**src/rtl/note_keys_ps2_tx_pkg.sv**
```systemverilog
// Shared definitions for the note-keyboard PS/2 emulator.
// Holds the eight note scan codes, the break prefix, the transmit FSM state
// enum and two small helpers used by the change detector.
package ps2_pkg;

  localparam logic [7:0] CODE_DO1   = 8'h16;
  localparam logic [7:0] CODE_RE    = 8'h1E;
  localparam logic [7:0] CODE_MI    = 8'h26;
  localparam logic [7:0] CODE_FA    = 8'h25;
  localparam logic [7:0] CODE_SO    = 8'h2E;
  localparam logic [7:0] CODE_LA    = 8'h36;
  localparam logic [7:0] CODE_SI    = 8'h3D;
  localparam logic [7:0] CODE_DO2   = 8'h3E;
  localparam logic [7:0] BREAK_CODE = 8'hF0;

  typedef enum logic [1:0] {
    ST_IDLE,
    ST_LOAD,
    ST_SHIFT,
    ST_GAP
  } tx_state_e;

  function automatic logic [7:0] note_code(input logic [2:0] idx);
    logic [7:0] code;
    case (idx)
      3'd0:    code = CODE_DO1;
      3'd1:    code = CODE_RE;
      3'd2:    code = CODE_MI;
      3'd3:    code = CODE_FA;
      3'd4:    code = CODE_SO;
      3'd5:    code = CODE_LA;
      3'd6:    code = CODE_SI;
      default: code = CODE_DO2;
    endcase
    return code;
  endfunction

  // Index of the lowest set bit; 0 when nothing is set (caller gates on diff != 0).
  function automatic logic [2:0] lowest_diff(input logic [7:0] diff);
    logic [2:0] idx;
    logic       found;
    idx   = '0;
    found = 1'b0;
    for (int unsigned i = 0; i < 8; i++) begin
      if (diff[i] && !found) begin
        idx   = 3'(i);
        found = 1'b1;
      end
    end
    return idx;
  endfunction

endpackage

```
**src/rtl/note_keys_ps2_tx_if.sv**
```systemverilog
// Bundle of the emulator's key input, PS/2 line outputs and transmit status.
//   key_state : note-key bitmask into the emulator (1 = pressed)
//   ps2_clk   : PS/2 clock line, idle 1
//   ps2_data  : PS/2 data line, idle 1
//   busy      : a scan-code sequence is in progress
//   tx_byte   : byte currently or most recently sent
//   tx_done   : one-cycle pulse per completed byte
// master = emulator side, slave = consumer/driver side.
interface note_keys_ps2_tx_if;
  logic [7:0] key_state;
  logic       ps2_clk;
  logic       ps2_data;
  logic       busy;
  logic [7:0] tx_byte;
  logic       tx_done;

  modport master (
    input  key_state,
    output ps2_clk, ps2_data, busy, tx_byte, tx_done
  );

  modport slave (
    output key_state,
    input  ps2_clk, ps2_data, busy, tx_byte, tx_done
  );
endinterface

```
**src/rtl/note_keys_ps2_tx_frame_tx.sv**
```systemverilog
// PS/2 device-side byte serializer.
// Sends one 11-bit frame (start 0, data LSB first, odd parity, stop 1).
// Each bit cell is 2*CLK_DIV cycles: data changes at the cell start with the
// clock high for CLK_DIV cycles, then the clock is low for CLK_DIV cycles.
//   clk, clrn : system clock, async active-low reset
//   start     : one-cycle request, sampled only while idle
//   byte_in   : byte to send, captured with start
//   done      : combinational strobe, high on the cycle the stop cell ends
//   ps2_clk   : registered PS/2 clock line, idle 1
//   ps2_data  : registered PS/2 data line, idle 1
module ps2_frame_tx #(
  parameter int CLK_DIV = 2500
) (
  input  logic       clk,
  input  logic       clrn,
  input  logic       start,
  input  logic [7:0] byte_in,
  output logic       done,
  output logic       ps2_clk,
  output logic       ps2_data
);

  localparam int DW = $clog2(CLK_DIV);
  localparam logic [DW-1:0] DIV_LAST = DW'(CLK_DIV - 1);

  logic          active;
  logic          phase_low;
  logic [DW-1:0] div_cnt;
  logic [3:0]    bit_idx;
  logic [10:0]   shreg;
  logic          div_end;

  assign div_end = (div_cnt == DIV_LAST);
  assign done    = active && phase_low && div_end && (bit_idx == 4'd10);

  always_ff @(posedge clk or negedge clrn) begin
    if (!clrn) begin
      active    <= 1'b0;
      phase_low <= 1'b0;
      div_cnt   <= '0;
      bit_idx   <= '0;
      shreg     <= '1;
      ps2_clk   <= 1'b1;
      ps2_data  <= 1'b1;
    end else if (!active) begin
      if (start) begin
        active    <= 1'b1;
        phase_low <= 1'b0;
        div_cnt   <= '0;
        bit_idx   <= '0;
        shreg     <= {1'b1, ~^byte_in, byte_in, 1'b0};
        ps2_clk   <= 1'b1;
        ps2_data  <= 1'b0;
      end
    end else if (!div_end) begin
      div_cnt <= div_cnt + 1'b1;
    end else begin
      div_cnt <= '0;
      if (!phase_low) begin
        phase_low <= 1'b1;
        ps2_clk   <= 1'b0;
      end else begin
        phase_low <= 1'b0;
        ps2_clk   <= 1'b1;
        if (bit_idx == 4'd10) begin
          active   <= 1'b0;
          ps2_data <= 1'b1;
        end else begin
          bit_idx  <= bit_idx + 1'b1;
          shreg    <= {1'b1, shreg[10:1]};
          ps2_data <= shreg[1];
        end
      end
    end
  end

endmodule

```
**src/rtl/note_keys_ps2_tx.sv**
```systemverilog
// Device-side PS/2 keyboard emulator for the eight-note keyboard.
// Detects key transitions against last_state and sends a make code on press
// or F0 + code on release, one changed key per sequence, lowest index first.
//   clk  : system clock
//   clrn : async active-low reset
//   bus  : note_keys_ps2_tx_if.master (key_state in; ps2_clk, ps2_data,
//          busy, tx_byte, tx_done out)
// CLK_DIV    : system clocks per PS/2 clock half-period (>= 2)
// GAP_CYCLES : idle-high cycles after each byte's stop bit (>= 1)
module note_keys_ps2_tx
  import ps2_pkg::*;
#(
  parameter int CLK_DIV    = 2500,
  parameter int GAP_CYCLES = 5000
) (
  input  logic                  clk,
  input  logic                  clrn,
  note_keys_ps2_tx_if.master    bus
);

  localparam int GW = (GAP_CYCLES > 1) ? $clog2(GAP_CYCLES) : 1;
  localparam logic [GW-1:0] GAP_LAST = GW'(GAP_CYCLES - 1);

  tx_state_e     state;
  logic [7:0]    last_state;
  logic [7:0]    q0;
  logic [7:0]    q1;
  logic [1:0]    q_cnt;
  logic [GW-1:0] gap_cnt;
  logic          busy_r;
  logic [7:0]    tx_byte_r;
  logic          tx_done_r;
  logic          start_r;

  logic [7:0]    diff;
  logic [2:0]    idx;
  logic          frame_done;
  logic          line_clk;
  logic          line_data;

  assign diff = bus.key_state ^ last_state;
  assign idx  = lowest_diff(diff);

  ps2_frame_tx #(
    .CLK_DIV (CLK_DIV)
  ) u_frame (
    .clk      (clk),
    .clrn     (clrn),
    .start    (start_r),
    .byte_in  (tx_byte_r),
    .done     (frame_done),
    .ps2_clk  (line_clk),
    .ps2_data (line_data)
  );

  assign bus.ps2_clk  = line_clk;
  assign bus.ps2_data = line_data;
  assign bus.busy     = busy_r;
  assign bus.tx_byte  = tx_byte_r;
  assign bus.tx_done  = tx_done_r;

  always_ff @(posedge clk or negedge clrn) begin
    if (!clrn) begin
      state      <= ST_IDLE;
      last_state <= '0;
      q0         <= '0;
      q1         <= '0;
      q_cnt      <= '0;
      gap_cnt    <= '0;
      busy_r     <= 1'b0;
      tx_byte_r  <= '0;
      tx_done_r  <= 1'b0;
      start_r    <= 1'b0;
    end else begin
      start_r   <= 1'b0;
      tx_done_r <= 1'b0;
      case (state)
        ST_IDLE: begin
          if (diff != '0) begin
            last_state[idx] <= bus.key_state[idx];
            if (bus.key_state[idx]) begin
              q0    <= note_code(idx);
              q_cnt <= 2'd1;
            end else begin
              q0    <= BREAK_CODE;
              q1    <= note_code(idx);
              q_cnt <= 2'd2;
            end
            busy_r <= 1'b1;
            state  <= ST_LOAD;
          end
        end
        ST_LOAD: begin
          // tx_byte_r doubles as the serializer's byte input; it is stable
          // by the time the registered start pulse reaches the serializer.
          tx_byte_r <= q0;
          q0        <= q1;
          q_cnt     <= q_cnt - 2'd1;
          start_r   <= 1'b1;
          state     <= ST_SHIFT;
        end
        ST_SHIFT: begin
          if (frame_done) begin
            tx_done_r <= 1'b1;
            gap_cnt   <= '0;
            state     <= ST_GAP;
          end
        end
        ST_GAP: begin
          if (gap_cnt == GAP_LAST) begin
            if (q_cnt != 2'd0) begin
              state <= ST_LOAD;
            end else begin
              busy_r <= 1'b0;
              state  <= ST_IDLE;
            end
          end else begin
            gap_cnt <= gap_cnt + 1'b1;
          end
        end
        default: state <= ST_IDLE;
      endcase
    end
  end

endmodule

```
**src/flat_wrapper.sv**
```systemverilog
// flat-port wrapper written by rule: the top's interface ports become plain ports
module note_keys_ps2_tx_flat import ps2_pkg::*;
#(
  parameter int CLK_DIV    = 2500,
  parameter int GAP_CYCLES = 5000
)
  (clk, clrn, bus_key_state, bus_ps2_clk, bus_ps2_data, bus_busy, bus_tx_byte, bus_tx_done);
  note_keys_ps2_tx_if bus_i ();
  input  logic clk;
  input  logic clrn;
  input wire logic [$bits(bus_i.key_state)-1:0] bus_key_state;
  output wire logic [$bits(bus_i.ps2_clk)-1:0] bus_ps2_clk;
  output wire logic [$bits(bus_i.ps2_data)-1:0] bus_ps2_data;
  output wire logic [$bits(bus_i.busy)-1:0] bus_busy;
  output wire logic [$bits(bus_i.tx_byte)-1:0] bus_tx_byte;
  output wire logic [$bits(bus_i.tx_done)-1:0] bus_tx_done;
  assign bus_i.key_state = bus_key_state;
  assign bus_ps2_clk = bus_i.ps2_clk;
  assign bus_ps2_data = bus_i.ps2_data;
  assign bus_busy = bus_i.busy;
  assign bus_tx_byte = bus_i.tx_byte;
  assign bus_tx_done = bus_i.tx_done;
  note_keys_ps2_tx #(.CLK_DIV(CLK_DIV), .GAP_CYCLES(GAP_CYCLES)) u_core (.clk(clk), .clrn(clrn), .bus(bus_i));
endmodule
```
**config.mk**
```make
export PLATFORM = sky130hd
export DESIGN_NAME = note_keys_ps2_tx_flat
export DESIGN_NICKNAME = d
export VERILOG_FILES = /design/src/rtl/note_keys_ps2_tx_pkg.sv /design/src/rtl/note_keys_ps2_tx_if.sv /design/src/rtl/note_keys_ps2_tx_frame_tx.sv /design/src/rtl/note_keys_ps2_tx.sv /design/src/flat_wrapper.sv
export SDC_FILE = /design/constraint.sdc
export NUM_CORES = 1
export LEC_CHECK = 0
export CAP_MARGIN = 20
export CORE_ASPECT_RATIO = 1.75
export CORE_MARGIN = 2
export CORE_UTILIZATION = 35
export DETAILED_ROUTE_END_ITERATION = 8
export DONT_BUFFER_PORTS = 1
export HOLD_SLACK_MARGIN = 0.08
export MAX_ROUTING_LAYER = met4
export PLACE_DENSITY = 0.52
export RECOVER_POWER = 50
export SKIP_CTS_REPAIR_TIMING = 1
export SLEW_MARGIN = 25
export SYNTH_ARGS = -nofsm -noshare
export SYNTH_HDL_FRONTEND = slang
export SYNTH_HIERARCHICAL = 1
export SYNTH_SLANG_ARGS = --single-unit
```
**constraint.sdc**
```tcl
create_clock -name clk -period 4.8 [get_ports clk]
set_clock_uncertainty 0.2 [all_clocks]
set_input_delay 0.96 -clock clk [delete_from_list [all_inputs] [get_ports clk]]
set_output_delay 0.96 -clock clk [all_outputs]
set_load 0.02 [all_outputs]
```
==> results.json <==
{
  "gr-total-overflow": 0,
  "place_ws_ps": 1440,
  "compound_gate_portion_of_the_synthesized_area_pct": 16.9,
  "synth_edf_count": 0,
  "routed_wire_length_per_instance_um": 15.9,
  "synth-seq-area-share_pct": 44.7,
  "netlist.area_leader.share_pct": 38.0,
  "syn_to_final_growth_pct": 9.93,
  "power.net_switching_uw": 293,
  "netlist_top_cells_area": "sky130_fd_sc_hd__dfrtp_1, sky130_fd_sc_hd__dfstp_2, sky130_fd_sc_hd__nor2_1, sky130_fd_sc_hd__xor2_1, sky130_fd_sc_hd__nand2_1",
  "maxSlewViolCount": 0,
  "grt_antenna_before_repair": 0,
  "chipHeight_um": 151,
  "post-synth-top-count-cell": "sky130_fd_sc_hd__dfrtp_1",
  "timing.critical_path.fanout_max": 15,
  "pin_count_of_the_biggest_net_entering_global_routing": 78,
  "port_buffers": 0,
  "critPathSlowestCell": "sky130_fd_sc_hd__clkbuf_1",
  "max-cap-violations": 0,
  "rr_endpoint": "u_core/gap_cnt[10]",
  "hold-worst-slack_ps": 116,
  "fill_cells": 1222,
  "drive_gt1_share_pct": 16.7,
  "remaining_drc_errors": 0,
  "achievable-frequency_ghz": 0.281,
  "cts-buffers-inserted": 9,
  "post-route-period-util_pct": 74.1,
  "timing.hold.worst.class": "input port to async pin",
  "post_synth_instance_area_um2": 4350,
  "clock_tree.buffer_depth": 2,
  "route.detailed.vias_per_inst": 5.32,
  "grt_first_pass_wirelength_um": 15800,
  "worst_setup_path_end_kind": "flop",
  "fp.coreArea_um2": 12100,
  "yosys_warnings": 6,
  "ys_dominant_reg_cell": "sky130_fd_sc_hd__dfrtp_1",
  "rows": 53,
  "grt_setup_unrepaired": "no",
  "outcome": "finished, final reports clean",
  "period_minus_slack_ps": 3560,
  "clk-insertion-delay-late_ps": 330,
  "proportion_of_register_bits_with_asynchronous_set_or_reset_after_synthesis_pct": 100,
  "path_cells": "clkbuf_1 -> inv_1 -> or2_2 -> nor2_1 -> nor2b_1 -> o21bai_1 -> a21oi_1 -> nor2b_1 -> nand2b_1 -> nor3_1 -> xnor2_1 -> nor2_1",
  "ys_top_cells_by_count": "sky130_fd_sc_hd__dfrtp_1, sky130_fd_sc_hd__nor2_1, sky130_fd_sc_hd__nand2_1",
  "reg2reg_setup_slack_ps": 1240,
  "synth_seq_cells": 77,
  "fin_setup_tns_ps": 0,
  "yosysTopAreaCell": "sky130_fd_sc_hd__dfrtp_1",
  "post_synth_inst_count": 426,
  "worst-endpoint-arrival_ps": 3550,
  "tightestPinTransition_ps": 929,
  "critical_path.reg2reg.startpoint": "u_core/u_frame/active",
  "boundaryPins": 22,
  "cts_num_sinks": 77,
  "synth.area.mux_share_pct": 6.51,
  "maxSlewHeadroom_pct": 38.1,
  "starting_density_of_the_core_pct": 36.0,
  "internal-power_uw": 1080,
  "grt_pass1_vias": 3206,
  "synth-xor-area-share_pct": 6.19,
  "power.density_nw_per_um2": 288,
  "gr-usage-all-layers_pct": 15.7,
  "leakagePower_uw": 0.00203,
  "tritoncts_clock_tree": "built",
  "dieArea_um2": 13400,
  "max_stage_delay_ps": 550,
  "die_width_um": 88.2,
  "power_frac_seq_pct": 47.2,
  "syn-num-nets": 446,
  "routed_antenna_nets": 0,
  "place_congestion": 0.874,
  "power.clock.fraction_pct": 49.3,
  "comb_power_share_pct": 3.5,
  "rr_worst_depth": 12,
  "synth_top_family_by_area": "simple AND/OR/NAND/NOR gates",
  "hold_violations": 0,
  "firstDrtPassIters": 4,
  "final_nets": 446,
  "post_synth_and_or_nand_nor_area_fraction_pct": 20.0,
  "adder_cell_area_share_of_the_yosys_netlist_pct": 2.88,
  "report.final.setup_viol": 0,
  "cts_max_level": 3,
  "clockRootBuffer": "sky130_fd_sc_hd__clkbuf_16",
  "irDropWorstVdd_v": 0.000166,
  "n_antenna_cell": 0,
  "ys_types": 73,
  "post_synth.cell_area_avg_um2": 10.2,
  "switching_power_share_of_the_total_pct": 21.3,
  "report.power.total_uw": 1380,
  "clk_pin_slew_worst_paths_ps": 60,
  "vias": 3169,
  "crit_path_start_kind": "flop",
  "critPathRequiredTime_ps": 4790,
  "timing_worst_setup_path_type": "flop to flop",
  "setup_slack_ps": 1240,
  "drt_iter0_drc": 200,
  "dpl.hpwl_um": 6750,
  "route.final.wire_length_um": 9450
}
-- worst max-delay path by stage --
stage                               from            endpoint  cells past startpoint
2_1_floorplan           bus_key_state[1]        u_core/q1[0]                      8
3_3_place_gp            bus_key_state[0]        u_core/q1[4]                      8
3_5_place_dp            bus_key_state[0]        u_core/q1[4]                      8
4_1_cts        u_core/u_frame/div_cnt[3]  u_core/gap_cnt[10]                     11
5_1_grt            u_core/u_frame/active   u_core/gap_cnt[8]                     11
6_report           u_core/u_frame/active  u_core/gap_cnt[10]                     12
-- worst max-delay path, delay by kind of cell, from the launching register on --
| family | cells | cell delay [ps] |
|---|---|---|
| AND/OR/NAND/NOR | 7 | 1450 |
| XOR/XNOR | 1 | 140 |
| AO/OA/AOI/OAI | 2 | 430 |
| flip-flops | 1 | 330 |
| buffers and inverters | 2 | 850 |
-- cells by family after synthesis --
family                   after synthesis
AO/OA/AOI/OAI                        102
XOR/XNOR                              29
adder cells (fa/ha/maj)               10
buffers and inverters                 26
flip-flops                            77
multiplexers                          23
AND/OR/NAND/NOR                      159
-- power by group through the flow --
stage | clock network (uW) | registers, uW | logic (uW)
floorplan | 0 | 661 | 40.0
CTS | 699 | 650 | 48.4
finish | 680 | 650 | 48.6
detailed placement | 0 | 661 | 48.3
global placement | 0 | 661 | 47.9
global route | 728 | 649 | 52.2
-- metrics by stage --
step | instances | utilization [%] | area (um^2)
6_report | 596 | 39.6 | 4780
5_1_grt | 596 | 39.6 | 4780
4_1_cts | 596 | 39.6 | 4780
3_5_place_dp | 580 | 37.2 | 4490
3_3_place_gp | 580 | 37.2 | 4490
2_1_floorplan | 426 | - | 4350
-- sequential cells by signal, indices dropped and copies added, names as in the netlist --
signal and flops:
u_core/gap_cnt 13, u_core/u_frame/div_cnt 12, u_core/u_frame/shreg 9, u_core/last_state 8, u_core/bus.tx_byte 7, u_core/q0 7, u_core/q1 6, u_core/u_frame/bit_idx 4
u_core/q_cnt 2, u_core/state 2, u_core/bus.busy 1, u_core/bus.tx_done 1, u_core/start_r 1, u_core/u_frame/active 1, u_core/u_frame/phase_low 1, u_core/u_frame/ps2_clk 1
u_core/u_frame/ps2_data 1
-- area by class of cell --
cell class | instances | area (um^2) | share of cell area (%)
clock inverters | 3 | 45.0 | 0.943
well taps | 165 | 206 | 4.32
clock buffers | 13 | 250 | 5.24
repair buffers | 2 | 7.51 | 0.157
flip-flops and latches | 77 | 1940 | 40.6
inverters | 13 | 48.8 | 1.02
multi-input cells | 323 | 2280 | 47.7
-- cells in the final DEF (no fill, tap or decap), types with 10 or more instances in the layout --
cell type	synthesis	layout
sky130_fd_sc_hd__a31oi_1	10	10
sky130_fd_sc_hd__dfrtp_1	66	66
sky130_fd_sc_hd__xnor2_1	12	12
sky130_fd_sc_hd__nand3_1	16	16
sky130_fd_sc_hd__nor2_1	43	43
sky130_fd_sc_hd__ha_1	10	10
sky130_fd_sc_hd__mux2_2	10	10
sky130_fd_sc_hd__o21ai_0	19	19
sky130_fd_sc_hd__nand2_1	34	34
sky130_fd_sc_hd__a21oi_1	23	23
sky130_fd_sc_hd__dfstp_2	11	11
sky130_fd_sc_hd__nand2b_1	12	12
sky130_fd_sc_hd__xor2_1	15	15
sky130_fd_sc_hd__inv_1	13	13
-- layer usage --
| metal | global-route usage, % | vias up | part of all wire, % |
|---|---|---|---|
| met5 | - | - | 0 |
| met4 | 6.59 | 0 | 2.3 |
| met3 | 3.00 | 14 | 2.3 |
| met2 | 27.1 | 44 | 53 |
| met1 | 17.5 | 1566 | 43 |
| li1 | - | 1545 | - |
Power figures use the tool's default switching activity.
